`src/rtl/alu_pkg.sv`:
```
// Shared constants for the registered ALU: opcode encodings and flag bit positions.
package alu_pkg;

  localparam logic [2:0] OP_ADD  = 3'b000;
  localparam logic [2:0] OP_SUB  = 3'b001;
  localparam logic [2:0] OP_AND  = 3'b010;
  localparam logic [2:0] OP_OR   = 3'b011;
  localparam logic [2:0] OP_XOR  = 3'b100;
  localparam logic [2:0] OP_SLT  = 3'b101;
  localparam logic [2:0] OP_MOVB = 3'b110;
  localparam logic [2:0] OP_MVNB = 3'b111;

  localparam int unsigned FLAG_N = 3;
  localparam int unsigned FLAG_Z = 2;
  localparam int unsigned FLAG_C = 1;
  localparam int unsigned FLAG_V = 0;

  // True for the opcodes whose C/V flags come from the adder.
  function automatic logic is_arith(input logic [2:0] op);
    return (op == OP_ADD) || (op == OP_SUB);
  endfunction

endpackage

```
`src/rtl/alu_if.sv`:
```
// Operand/opcode bundle in, registered result/flags out.
interface alu_if #(
  parameter int unsigned WIDTH = 5
);
  logic [WIDTH-1:0] a;
  logic [WIDTH-1:0] b;
  logic [1:0]       bshift;
  logic [2:0]       ALUControl;
  logic [WIDTH-1:0] Result;
  logic [3:0]       ALUFlags;

  modport master (
    output a, b, bshift, ALUControl,
    input  Result, ALUFlags
  );

  modport slave (
    input  a, b, bshift, ALUControl,
    output Result, ALUFlags
  );
endinterface

```
`src/rtl/alu_core.sv`:
```
// Combinational pre-shifter, ALU and NZCV flag generation.
module alu_core
  import alu_pkg::*;
#(
  parameter int unsigned WIDTH = 5
) (
  input  logic [WIDTH-1:0] a_i,
  input  logic [WIDTH-1:0] b_i,
  input  logic [1:0]       bshift_i,
  input  logic [2:0]       op_i,
  output logic [WIDTH-1:0] result_o,
  output logic [3:0]       flags_o
);

  logic [WIDTH-1:0] bs;
  logic             sub;
  logic [WIDTH-1:0] b_eff;
  logic [WIDTH:0]   sum_full;
  logic [WIDTH-1:0] sum;
  logic             cout;
  logic             ovf;

  // Shifted operand, adder shared by ADD, SUB and SLT.
  always_comb begin
    bs       = b_i << bshift_i;
    sub      = (op_i == OP_SUB) || (op_i == OP_SLT);
    b_eff    = sub ? ~bs : bs;
    sum_full = {1'b0, a_i} + {1'b0, b_eff} + {{WIDTH{1'b0}}, sub};
    sum      = sum_full[WIDTH-1:0];
    cout     = sum_full[WIDTH];
    // Operand signs agree but the sum sign differs.
    ovf      = (a_i[WIDTH-1] == b_eff[WIDTH-1]) && (sum[WIDTH-1] != a_i[WIDTH-1]);
  end

  // Opcode mux and flag derivation; every opcode is decoded.
  always_comb begin
    result_o = '0;
    flags_o  = '0;
    unique case (op_i)
      OP_ADD:  result_o = sum;
      OP_SUB:  result_o = sum;
      OP_AND:  result_o = a_i & bs;
      OP_OR:   result_o = a_i | bs;
      OP_XOR:  result_o = a_i ^ bs;
      // N^V of the subtraction gives the overflow-correct signed compare.
      OP_SLT:  result_o = {{(WIDTH-1){1'b0}}, sum[WIDTH-1] ^ ovf};
      OP_MOVB: result_o = bs;
      OP_MVNB: result_o = ~bs;
      default: result_o = '0;
    endcase
    flags_o[FLAG_N] = result_o[WIDTH-1];
    flags_o[FLAG_Z] = (result_o == '0);
    flags_o[FLAG_C] = is_arith(op_i) ? cout : 1'b0;
    flags_o[FLAG_V] = is_arith(op_i) ? ovf : 1'b0;
  end

endmodule

```
`src/rtl/alu_top.sv`:
```
// Registered ALU: combinational core followed by one result/flags register stage.
module alu_top
  import alu_pkg::*;
#(
  parameter int unsigned WIDTH = 5
) (
  input  logic clk,
  input  logic rst_n,
  alu_if.slave bus
);

  logic [WIDTH-1:0] result_d, result_q;
  logic [3:0]       flags_d, flags_q;

  alu_core #(
    .WIDTH(WIDTH)
  ) u_core (
    .a_i      (bus.a),
    .b_i      (bus.b),
    .bshift_i (bus.bshift),
    .op_i     (bus.ALUControl),
    .result_o (result_d),
    .flags_o  (flags_d)
  );

  // Output register; reset clears immediately, discarding any in-flight result.
  always_ff @(posedge clk or negedge rst_n) begin
    if (!rst_n) begin
      result_q <= '0;
      flags_q  <= '0;
    end else begin
      result_q <= result_d;
      flags_q  <= flags_d;
    end
  end

  assign bus.Result   = result_q;
  assign bus.ALUFlags = flags_q;

endmodule

```
`src/flat_wrapper.sv`:
```
// flat-port wrapper written by rule: the top's interface ports become plain ports
module alu_top_flat import alu_pkg::*;
#(
  parameter int unsigned WIDTH = 5
)
  (clk, rst_n, bus_a, bus_b, bus_bshift, bus_ALUControl, bus_Result, bus_ALUFlags);
  alu_if #(.WIDTH(WIDTH)) bus_i ();
  input  logic clk;
  input  logic rst_n;
  input wire logic [$bits(bus_i.a)-1:0] bus_a;
  input wire logic [$bits(bus_i.b)-1:0] bus_b;
  input wire logic [$bits(bus_i.bshift)-1:0] bus_bshift;
  input wire logic [$bits(bus_i.ALUControl)-1:0] bus_ALUControl;
  output wire logic [$bits(bus_i.Result)-1:0] bus_Result;
  output wire logic [$bits(bus_i.ALUFlags)-1:0] bus_ALUFlags;
  assign bus_i.a = bus_a;
  assign bus_i.b = bus_b;
  assign bus_i.bshift = bus_bshift;
  assign bus_i.ALUControl = bus_ALUControl;
  assign bus_Result = bus_i.Result;
  assign bus_ALUFlags = bus_i.ALUFlags;
  alu_top #(.WIDTH(WIDTH)) u_core (.clk(clk), .rst_n(rst_n), .bus(bus_i));
endmodule
```
`config.mk`:
```
export PLATFORM = sky130hd
export DESIGN_NAME = alu_top_flat
export DESIGN_NICKNAME = d
export VERILOG_FILES = /design/src/rtl/alu_pkg.sv /design/src/rtl/alu_if.sv /design/src/rtl/alu_core.sv /design/src/rtl/alu_top.sv /design/src/flat_wrapper.sv
export SDC_FILE = /design/constraint.sdc
export NUM_CORES = 1
export LEC_CHECK = 0
export CORE_MARGIN = 1.5
export CORE_UTILIZATION = 49
export CTS_CLUSTER_SIZE = 40
export DETAILED_ROUTE_END_ITERATION = 12
export PLACE_DENSITY = 0.79
export SKIP_LAST_GASP = 1
export SYNTH_ARGS = -nofsm -noshare
export SYNTH_HDL_FRONTEND = slang
export SYNTH_SLANG_ARGS = --single-unit
```
`constraint.sdc`:
```
create_clock -name clk -period 1.5 [get_ports clk]
set_input_delay 0.375 -clock clk [delete_from_list [all_inputs] [get_ports clk]]
set_output_delay 0.375 -clock clk [all_outputs]
set_load 0.005 [all_outputs]
```
**After elaboration in Yosys (flattened, before gate mapping)**

Index checks and enable logic that the tools add are counted.

- Input port bits: 17
- Logic and storage cells: 29
- Flip-flop bits (word level): 9
- Output and inout bits: 9

- Multiplexer cells: 4
- $add $sub $neg: 2
- Reductions and logical operators: 6
- Equal/unequal tests: 9
- Bitwise operators: 5
- Shift-type cells: 1

Operators by type and width:

| operator | count |
|---|---|
| $pmux 5 s7 | 1 |
| $eq 3x3->1 const B | 4 |
| $add 5x5->6 | 1 |
| $add 6x1->6 | 1 |
| $eq 3x2->1 const B | 2 |
| $and 5x5->5 | 1 |
| $logic_not 5->1 | 1 |
| $mux 5 | 1 |
| $not 5->5 | 1 |
| $or 5x5->5 | 1 |
| $shl 5x2->5 | 1 |
| $xor 5x5->5 | 1 |
| $eq 3x1->1 const B | 1 |
| $logic_not 3->1 | 1 |
| $logic_or 1x1->1 | 2 |
| $mux 1 | 2 |
| $reduce_or 2->1 | 1 |
| $eq 1x1->1 | 1 |
| $logic_and 1x1->1 | 1 |
| $ne 1x1->1 | 1 |
| $xor 1x1->1 | 1 |

**Longest topological paths before layout**

Gate-level depths: netlist of the first run.

- Depth in word-level cells: 10
- Mapped depth: 11
- Mapped depth without buffers: 10

**By module**

From an unflattened synthesis of the first run, not the netlist that was laid out.

- Cells, all modules: 125
- Area total of the unflattened synthesis: 1104.8 µm²

By module, submodules not included:

| module | cells an instance | area each (µm²) | sequential area each (µm²) | instances |
|---|---|---|---|---|
| alu_core | 116 | 879.6 | 0.0 | 1 |
| alu_top | 9 | 225.2 | 225.2 | 1 |

**Worst setup path after synthesis of the first run**

Ideal clock, no wire load.

- Kind: in2reg
- From: input port bus_bshift[1]
- To: register u_core.flags_q[2] (netlist: u_core.bus.ALUFlags[2])
- Buffers on the path: 1
- Required time: 1404 ps
- Path slack: -1050 ps
- Data arrival time: 2455 ps
- Setup time: 96 ps
- Stages: 8
- Cells stage by stage: buf_6 mux4_1 xnor2_1 ha_1 a21oi_1 a32o_1 o32a_1 nor4_2

- Cells in the longest elaborated chain, start to end: 10
- Elaborated cells between the ends (all ways): 14
- Those cells by class: add/sub: 2; eq/ne: 2; shift: 1; mux: 2; bitwise: 5; reduce/logical: 2

RTL lines:

| element | line | text |
|---|---|---|
| start: declaration | flat_wrapper.sv:12 | `input wire logic [$bits(bus_i.bshift)-1:0] bus_bshift;` |
| $shl 5x2->5 * | alu_core.sv:25 | `bs = b_i << bshift_i;` |
| $not 5->5 | alu_core.sv:27, alu_core.sv:48 |  |
| $mux 5 | alu_core.sv:27 | `b_eff = sub ? ~bs : bs;` |
| $add 5x5->6 | alu_core.sv:28 | `sum_full = {1'b0, a_i} + {1'b0, b_eff} + {{WIDTH{1'b0}}, sub};` |
| $add 6x1->6 | alu_core.sv:28 |  |
| $ne 1x1->1 | alu_core.sv:32 | `ovf = (a_i[WIDTH-1] == b_eff[WIDTH-1]) && (sum[WIDTH-1] != a_i[WIDTH-1]);` |
| $logic_and 1x1->1 | alu_core.sv:32 |  |
| $xor 1x1->1 | alu_core.sv:46 | `OP_SLT: result_o = {{(WIDTH-1){1'b0}}, sum[WIDTH-1] ^ ovf};` |
| $pmux 5 s7 * | alu_core.sv:39 | `unique case (op_i)` |
| net u_core.result_d[0] | alu_top.sv:12 | `logic [WIDTH-1:0] result_d, result_q;` |
| $logic_not 5->1 * | alu_core.sv:52 | `flags_o[FLAG_Z] = (result_o == '0);` |
| net u_core.flags_d[2] | alu_top.sv:13 | `logic [3:0] flags_d, flags_q;` |
| end signal: assignment | alu_top.sv:33 | `flags_q <= flags_d;` |
| end: declaration | alu_top.sv:13 |  |

The timed path passes the listed nets; every way through them passes the cells marked *.

**Worst setup path after layout of the first run**

- From: input port bus_b[4]
- To: register u_core.flags_q[2] (netlist: u_core.bus.ALUFlags[2])

- Cells in the longest elaborated chain, start to end: 10
- Elaborated cells between the ends (all ways): 14
- Those cells by class: add/sub: 2; eq/ne: 2; shift: 1; mux: 2; bitwise: 5; reduce/logical: 2

RTL lines:

| element | line | text |
|---|---|---|
| start: declaration | flat_wrapper.sv:11 | `input wire logic [$bits(bus_i.b)-1:0] bus_b;` |
| $shl 5x2->5 * | alu_core.sv:25 |  |
| $not 5->5 | alu_core.sv:27, alu_core.sv:48 |  |
| $mux 5 | alu_core.sv:27 |  |
| $add 5x5->6 | alu_core.sv:28 |  |
| $add 6x1->6 | alu_core.sv:28 |  |
| $ne 1x1->1 | alu_core.sv:32 |  |
| $logic_and 1x1->1 | alu_core.sv:32 |  |
| $xor 1x1->1 | alu_core.sv:46 |  |
| $pmux 5 s7 * | alu_core.sv:39 |  |
| net u_core.result_d[0] | alu_top.sv:12 |  |
| $logic_not 5->1 * | alu_core.sv:52 |  |
| net u_core.flags_d[2] | alu_top.sv:13 |  |

Marked as above.

==> results of run 1 <==
cells by family (layout without fill, tap and decap cells):
kind of cell	after synthesis	in the layout	synth area share (%)
mux	6	6	8.143
flops	8	8	18.35
compound gates	28	28	17.89
buf+inv	22	88	9.747
fa+ha+maj	15	15	17.89
xor+xnor	9	9	7.225
simple gates	38	38	20.76
area by class of cell:
class / instances / area, sq um / share of cell area (%)
multi-input cells: 96 / 964.7 / 51.33
repair buffers: 72 / 609.3 / 32.42
flip-flops and latches: 8 / 200.2 / 10.65
inverters: 13 / 48.80 / 2.597
well taps: 27 / 33.78 / 1.798
clock buffers: 3 / 22.52 / 1.198
state kept, by name, summed over array words and instances (netlist names):
name	flops
u_core.bus.ALUFlags	4
u_core.bus.Result	4
path summary, 6_finish.rpt:
check / to / cells after the start
hold / removal: u_core.bus.Result[1] / 1
max in group asynchronous: u_core.bus.ALUFlags[3] / 1
min in group clk: u_core.bus.Result[1] / 5
setup / recovery: u_core.bus.ALUFlags[2] / 9
routing by layer:
| layer | GRT usage (%) | vias to the layer above | part of all wire, % |
|---|---|---|---|
| li1 | - | 580 | - |
| met4 | 16.67 | 0 | 10 |
| met1 | 34.77 | 650 | 33 |
| met2 | 57.89 | 143 | 47 |
| met3 | 4.762 | 64 | 9.6 |
| met5 | 0 | - | 0 |
worst max-delay path: cells and delay by family:
kind,cells,cell delay [ns]
simple gates,3,0.39
fa+ha+maj,1,0.24
mux,1,0.55
buf+inv,1,0.18
compound gates,2,0.54
xor+xnor,1,0.21
cells in the mapped netlist (2+ instances only):
| library cell | instances |
|---|---|
| ha_1 | 14 |
| inv_1 | 13 |
| a21oi_1 | 9 |
| nor2_1 | 9 |
| dfrtp_1 | 8 |
| xnor2_1 | 7 |
| nand2b_1 | 6 |
| nor3_1 | 5 |
| clkbuf_1 | 4 |
| mux2i_1 | 4 |
| nand2_1 | 4 |
| a211oi_1 | 3 |
| nand3b_1 | 3 |
| o21ai_0 | 3 |
| or2_2 | 3 |
| a21o_1 | 2 |
| buf_4 | 2 |
| buf_6 | 2 |
| nand3_1 | 2 |
| nor3b_1 | 2 |
| xor2_1 | 2 |
per-stage QoR:
| stage | setup slack, ns | utilization [%] | cell area (sq um) | std cells | total power [W] |
|---|---|---|---|---|---|
| global route | -0.8466 | 92.95 | 1879 | 219 | 0.001276 |
| detailed placement | -1.489 | 79.89 | 1615 | 207 | 0.0008324 |
| global placement | -1.377 | 79.89 | 1615 | 207 | 0.0008092 |
| floorplan | -0.8735 | - | 1107 | 126 | 0.0005514 |
| CTS | -0.6956 | 87.38 | 1767 | 217 | 0.001078 |
| finish | -0.8395 | 92.95 | 1879 | 219 | 0.001224 |
power by group through the flow:
stage	Clock (W)	Combinational [W]	Sequential, W
after floorplan	0	0.000293	0.000258
after global placement	0	0.000556	0.000253
after detailed placement	0	0.000579	0.000253
after CTS	0.000162	0.000666	0.000250
after global routing	0.000180	0.000841	0.000255
final	0.000161	0.000809	0.000253
cell usage in the layout, fill, tap and decap left out, types with 2 or more instances in the layout:
cell             count
buf_4               44
xnor2_1              3
ha_1                12
nand2b_1             5
nor2_1               7
a21oi_2              4
a21o_1               2
nand3b_1             3
mux2i_1              2
clkdlybuf4s50_1     14
nor3b_4              2
nand3_1              2
xnor2_2              4
a21oi_1              4
nor3_2               2
or2_4                2
inv_1               13
a211oi_1             2
nand2_1              3
buf_2                3
clkbuf_4             3
buf_6                5
dfrtp_1              8
dlygate4sd2_1        2
nor3_1               3
dlymetal6s2s_1       2
mux4_2               2
ha_4                 2
what timing repair did:
item,4_1_cts,5_1_grt
cloned,0,0
pin swaps,22,12
buffers inserted,8,3
resized for setup,54,18
setup endpoints to repair,8,9
==> results.yml, run 1 <==
critical_path:
  cp-end-kind: "register"
  path_class: "input port to register"
  worst_setup_path_start_kind: "input port"
  slowest_stage: "mux4_2"
  timing.critical_path.slowest_cell_delay_ns: 0.55
  crit_start: "bus_b[4]"
  crit_fanout: 3
  cp_cell_sequence: "clkdlybuf4s15_1 -> mux4_2 -> xnor2_2 -> ha_4 -> nand2_1 -> nor2_1 -> a32o_1 -> o32a_1 -> nor4_2"
  crit_arrival_ns: 2.49
  timing.critical_path.required_ns: 1.65
floorplanning:
  coreArea_sq_mm: 0.002022
  die_w_microns: 50.19
  die_y_microns: 50.19
  initial_core_util_pct: 53.96
  num_rows: 16
  io_pins: 26
  die-area_sq_mm: 0.002519
route:
  wire_per_inst_microns: 23.56
  vias_per_cell: 6.562
  drtIter0Drc: 93
  first_pass_iters: 10
  wl_microns: 5160
  vias: 1437
  drc: 1
  ant_nets: 0
logic_synthesis:
  ys_warn_count: 0
  ys_async_sr_fraction_pct: 100.0
  syn_inst: 126
  synth_ff_type: "dfrtp_1"
  yosysSeqAreaShare_pct: 18.35
  synth.distinct_cells: 40
  synth_edf_count: 0
  synth_top_area_share_pct: 18.35
  synth.area.top_cells: "dfrtp_1 18%, ha_1 16%, xnor2_1 5.6%"
  ys_ff_latch: 8
  synth_area_sq_mm: 0.001091
  synth_area_per_cell_sq_um: 8.659
  yosys.area.top_type: "dfrtp_1"
  syn_nets: 158
pwr:
  ir_drop_mv: 0.4261
  swShare_pct: 38.18
  pwr-share-comb_pct: 66.1
  power_switching_w: 0.0004672
  power_density_mw_per_mm2: 651.2
  internal-power_w: 0.0007566
  seq_power_share_pct: 20.7
  total_leakage_power_nw: 0.8853
  p_clk_share_pct: 13.2
job:
  cap_violations: 0
cts:
  path_clk_slew_ns: 0.05
  cts_root_buffer: "clkbuf_4"
  ctsHoldBuffers: 0
  clock_path_buffers: 2
  cts_tree: "yes"
  htreeDepth: 1
  clock_sinks: 8
  cts_buffers: 3
timing:
  timing.final.crit_period_ns: 2.340
  worst-slew-pin-transition_ns: 0.3894
  fmax_ghz: 0.4274
  layout_setup_ws_ns: -0.8395
  setup_viol: 8
  drv_slew: 0
  hold_viol: 0
  hold_slack_ns: 0.3991
  slew_headroom_pct: 73.86
  post-route-period-util_pct: 156.0
  rsz0062_at_grt: "true"
  finalSetupTns_ns: -5.258
finish:
  num-fill-cells: 65
  drive_gt1_share_pct: 47.40
  fin_nets: 226
  area_growth_pct: 72.25
  antenna_cells: 0
global_routing:
  grt_pass1_wl_microns: 6051
  grt_util_all_layers_pct: 31.67
  grt_pass1_vias: 1348
  grt-ovfl-total: 0
  antenna_found_initial: 0
  grt_max_degree: 20
min_path:
  hold_path_class: "input port to asynchronous set/reset pin"
status:
  outcome: "complete, but fails checks"
  violations: "design-rule violations, negative setup slack"
place:
  gp_congestion: 0.8368
  io_buffers: 25
  dp_hpwl_microns: 2357
No activity file was read; power rests on OpenSTA's default activity.
==> inputs of run 2 (changes only) <==
--- a/config.mk
+++ b/config.mk
@@ -5,7 +5,7 @@
 export SDC_FILE = /design/constraint.sdc
 export NUM_CORES = 1
 export LEC_CHECK = 0
-export CORE_MARGIN = 1.5
+export CORE_ASPECT_RATIO = 1.2
 export CORE_UTILIZATION = 49
 export CTS_CLUSTER_SIZE = 40
 export DETAILED_ROUTE_END_ITERATION = 12
==> results.yml, run 2 (synthesis results as in run 1) <==
finish:
  final_cells: 219
  drive_gt1_share_pct: 45.50
  layout_commonest_cell: "buf_4"
  mostFrequentLayoutCells: "38 x buf_4, 13 x ha_1, 12 x inv_1, 12 x clkdlybuf4s50_1"
  regArea_sq_um: 200.2
  fin_nets: 223
  multiInputGateArea_sq_um: 917.1
  final_cell_area_sq_mm: 0.001844
  area_growth_pct: 69.04
  antenna_cells: 0
  num-fill-cells: 109
route:
  wl_microns: 3708
  wl_met1_microns: 1368
  ant_nets: 0
  drc: 0
  wl_met3_microns: 147
  wire_per_inst_microns: 16.93
  drtIter0Drc: 42
  first_pass_iters: 6
  vias_per_cell: 5.635
  vias: 1234
  wl_met2_microns: 2097
  highest_layer: "met4"
floorplanning:
  io_pins: 26
  die_w_microns: 45.08
  die-area_sq_mm: 0.002420
  num_rows: 18
  coreArea_sq_mm: 0.002072
  die_y_microns: 53.69
  initial_core_util_pct: 52.66
timing:
  fmax_ghz: 0.4642
  worst-slew-pin-transition_ns: 0.3376
  rsz0062_at_grt: "true"
  drv_slew: 0
  layout_setup_ws_ns: -0.6545
  post-route-period-util_pct: 143.6
  hold_viol: 0
  timing.final.crit_period_ns: 2.154
  setup_viol: 8
  slew_headroom_pct: 77.42
  hold_slack_ns: 0.3675
place:
  gp_congestion: 0.8775
  io_buffers: 25
  place_area_sq_mm: 0.001624
  numPlacedInstances: 209
  dp_hpwl_microns: 2502
  place_ws_ns: -1.449
critical_path:
  worst_setup_path_start_kind: "input port"
  timing.critical_path.slowest_cell_delay_ns: 0.30
  cp_cell_sequence: "buf_8 -> mux2i_1 -> or2_4 -> nand2_4 -> xnor2_2 -> ha_1 -> a21o_1 -> a21oi_2 -> buf_4 -> xor2_2 -> a21oi_2 -> nor4_2"
  path_class: "input port to register"
  crit_arrival_ns: 2.33
  timing.critical_path.required_ns: 1.68
  cp-end-kind: "register"
  slowest_stage: "ha_1"
  crit_fanout: 4
  crit_top_cell: "a21oi_2"
global_routing:
  grt_pass1_wl_microns: 5278
  grt_max_degree: 20
  antenna_found_initial: 0
  grt-ovfl-total: 0
  grt_util_all_layers_pct: 30.58
  grt_pass1_vias: 1211
cts:
  clock_path_buffers: 2
  cts_buffers: 3
  htreeDepth: 1
  path_clk_slew_ns: 0.06
  cts_tree: "yes"
  cts_root_buffer: "clkbuf_4"
  ctsHoldBuffers: 0
  clock_sinks: 8
pwr:
  ir_drop_mv: 0.3590
  total_leakage_power_nw: 0.8726
  power_density_mw_per_mm2: 623.4
min_path:
  hold_path_class: "input port to asynchronous set/reset pin"
status:
  outcome: "complete, but fails checks"
  violations: "negative setup slack"
job:
  cap_violations: 0
==> run 2: cell types whose count changed in the layout (fill, tap and decap cells not counted), sizes merged <==
cell	delta
clkdlybuf4s50	-2
buf	-2
clkdlybuf4s15	+1
==> run 2: per-layer routing <==
layer  global-route usage (%)  up-vias
met5                        0        -
met4                    13.64        0
met3                    3.691       11
met2                    61.35       51
met1                    30.27      600
li1                         -      572
==> run 2: area by class of cell <==
type | instances | share of cell area (%)
Clock buffer | 3 | 1.221
Sequential cell | 8 | 10.85
Inverter | 13 | 2.646
Tap cell | 30 | 2.035
Multi-Input combinational cell | 96 | 49.73
Timing Repair Buffer | 69 | 33.51
==> run 2: critical path: cells and delay by family <==
kind | cells | cell delay, ns
muxes | 1 | 0.23
adders and majority gates | 1 | 0.30
xor gates and xnor gates | 2 | 0.28
and+or+nand+nor | 3 | 0.44
AOI/OAI and AO/OA | 3 | 0.48
buffers and inverters | 2 | 0.24
==> run 2: worst max-delay path by stage <==
stage / from / end / slack [ns] / depth (start not counted)
after floorplan: bus_bshift[0] / u_core.bus.ALUFlags[2] / -0.87 / 9
final: bus_bshift[1] / u_core.bus.ALUFlags[2] / -0.65 / 12
after global routing: bus_bshift[1] / u_core.bus.ALUFlags[2] / -0.75 / 12
after global placement: bus_bshift[0] / u_core.bus.ALUFlags[2] / -1.36 / 11
after CTS: bus_bshift[0] / u_core.bus.ALUFlags[2] / -0.64 / 9
after detailed placement: bus_bshift[0] / u_core.bus.ALUFlags[2] / -1.45 / 10
==> run 2: stage by stage <==
stage / TNS, ns / total power [W] / util (%)
CTS: -3.092 / 0.001080 / 85.21
global placement: -9.317 / 0.0007958 / 78.38
detailed placement: -10.08 / 0.0008268 / 78.38
finish: -3.502 / 0.001150 / 89.01
floorplan: -4.853 / 0.0005514 / -
global route: -4.125 / 0.001205 / 89.01
==> run 2: where the power goes <==
part	switching (W)	internal, W
clock	0.0000875	0.0000925
sequential	0.00000716	0.000242
combinational	0.000318	0.000402
==> run 2: what timing repair did <==
action / 4_1_cts / 5_1_grt
setup endpoints to repair: 8 / 10
endpoints found under the hold margin: 0 / 0
resized for setup: 64 / 13
pin swaps: 21 / 12
buffers inserted: 5 / 2
==> inputs of run 3 (changes only) <==
==> constraint.sdc (replaced) <==
create_clock -name clk -period 2 [get_ports clk]
set_input_delay 0.5 -clock clk [delete_from_list [all_inputs] [get_ports clk]]
set_output_delay 0.5 -clock clk [all_outputs]
set_load 0.005 [all_outputs]
==> results.yml, run 3 (synthesis results as in run 1) <==
status:
  outcome: "complete, but fails checks"
  violations: "negative setup slack"
critical_path:
  slowest_stage: "mux4_2"
  crit_family: "compound AO/OA/AOI/OAI gates"
  timing.critical_path.required_ns: 2.16
  cp_cell_sequence: "buf_8 -> mux4_2 -> xnor2_2 -> ha_1 -> nand2_1 -> nor2_1 -> a32o_1 -> o32a_1 -> nor4_2"
  worst_setup_path_start_kind: "input port"
  timing.critical_path.slowest_cell_delay_ns: 0.55
  cp-end-kind: "register"
  crit_arrival_ns: 2.50
  crit_buf_inv: 1
  crit_fanout: 3
  path_class: "input port to register"
floorplanning:
  die-area_sq_mm: 0.002420
  die_w_microns: 45.08
  coreArea_sq_mm: 0.002072
  num_rows: 18
  initial_core_util_pct: 52.66
  die_y_microns: 53.69
  io_pins: 26
timing:
  rsz0062_at_grt: "true"
  setup_viol: 7
  finalSetupTns_ns: -1.082
  drv_slew: 0
  hold_viol: 0
  fmax_ghz: 0.4269
  layout_setup_ws_ns: -0.3427
  post-route-period-util_pct: 117.1
  timing.final.crit_period_ns: 2.343
  slew_headroom_pct: 73.65
  worst-slew-pin-transition_ns: 0.3927
global_routing:
  grt_util_all_layers_pct: 32.36
  grt_pass1_vias: 1247
  grt_pass1_wl_microns: 5457
  antenna_found_initial: 0
  grt_max_degree: 20
  grt-ovfl-total: 0
route:
  drc: 0
  wl_microns: 4376
  wl_met3_microns: 266
  drtIter0Drc: 46
  ant_nets: 0
  wl_met2_microns: 2242
  vias: 1359
  wire_per_inst_microns: 20.07
  highest_layer: "met4"
  wl_met1_microns: 1398
  vias_per_cell: 6.234
  first_pass_iters: 4
place:
  io_buffers: 25
  place_ws_ns: -1.070
  gp_congestion: 0.8766
  dp_hpwl_microns: 2496
cts:
  cts_tree: "yes"
  ctsHoldBuffers: 0
  path_clk_slew_ns: 0.05
  clock_path_buffers: 2
  cts_buffers: 3
  htreeDepth: 1
  clock_sinks: 8
  cts_root_buffer: "clkbuf_4"
pwr:
  power.total_w: 0.0008765
  ir_drop_mv: 0.2892
  total_leakage_power_nw: 0.8668
  power_density_mw_per_mm2: 468.6
min_path:
  hold_path_class: "input port to asynchronous set/reset pin"
finish:
  multiInputGateArea_sq_um: 944.7
  drive_gt1_share_pct: 44.15
  num-fill-cells: 95
  fin_nets: 222
  fin_util_pct: 90.28
  layout_commonest_cell: "buf_4"
  mostFrequentLayoutCells: "35 x buf_4, 14 x ha_1, 14 x clkdlybuf4s50_1"
  antenna_cells: 0
  area_growth_pct: 71.44
  regArea_sq_um: 200.2
job:
  cap_violations: 0
[run 3: power breakdown]
group	leakage, nW	switching (W)	total [W]	internal [W]
Combinational	0.753	0.000261	0.000568	0.000307
Clock	0.0138	0.0000520	0.000120	0.0000684
Sequential	0.100	0.00000626	0.000188	0.000182
Total	0.867	0.000319	0.000877	0.000558
[run 3: repair_timing]
| action | in CTS | in global routing |
|---|---|---|
| endpoints found under the setup margin | 8 | 8 |
| resized for setup | 64 | 16 |
| pin swaps | 21 | 15 |
| setup buffers | 5 | 3 |
[run 3: path summary, 6_finish.rpt]
path / depth (start not counted) / start / to / slack [ns]
max: 9 / bus_bshift[0] / u_core.bus.ALUFlags[2] / -0.34
min: 1 / rst_n / u_core.bus.ALUFlags[3] / 0.51
max in group asynchronous: 1 / rst_n / u_core.bus.Result[2] / 1.24
min in group clk: 5 / bus_b[1] / u_core.bus.Result[2] / 0.95
[run 3: cell type report]
class | instances | area share, %
Multi-Input combinational cell | 96 | 50.50
Timing Repair Buffer | 68 | 32.98
Sequential cell | 8 | 10.70
Inverter | 13 | 2.609
Tap cell | 30 | 2.007
Clock buffer | 3 | 1.204
[run 3: layer usage]
layer	track usage (%)	up-vias
met5	0	-
met4	20.20	0
met3	2.685	48
met2	65.70	110
met1	29.77	630
li1	-	571
[run 3: through the flow]
step                cell area, sq um  instances  hold WS [ns]
global route                    1871        218        0.5416
detailed placement              1624        209        0.7849
finish                          1871        218        0.5075
floorplan                       1107        126        0.2044
CTS                             1783        217        0.5156
global placement                1624        209        0.7788
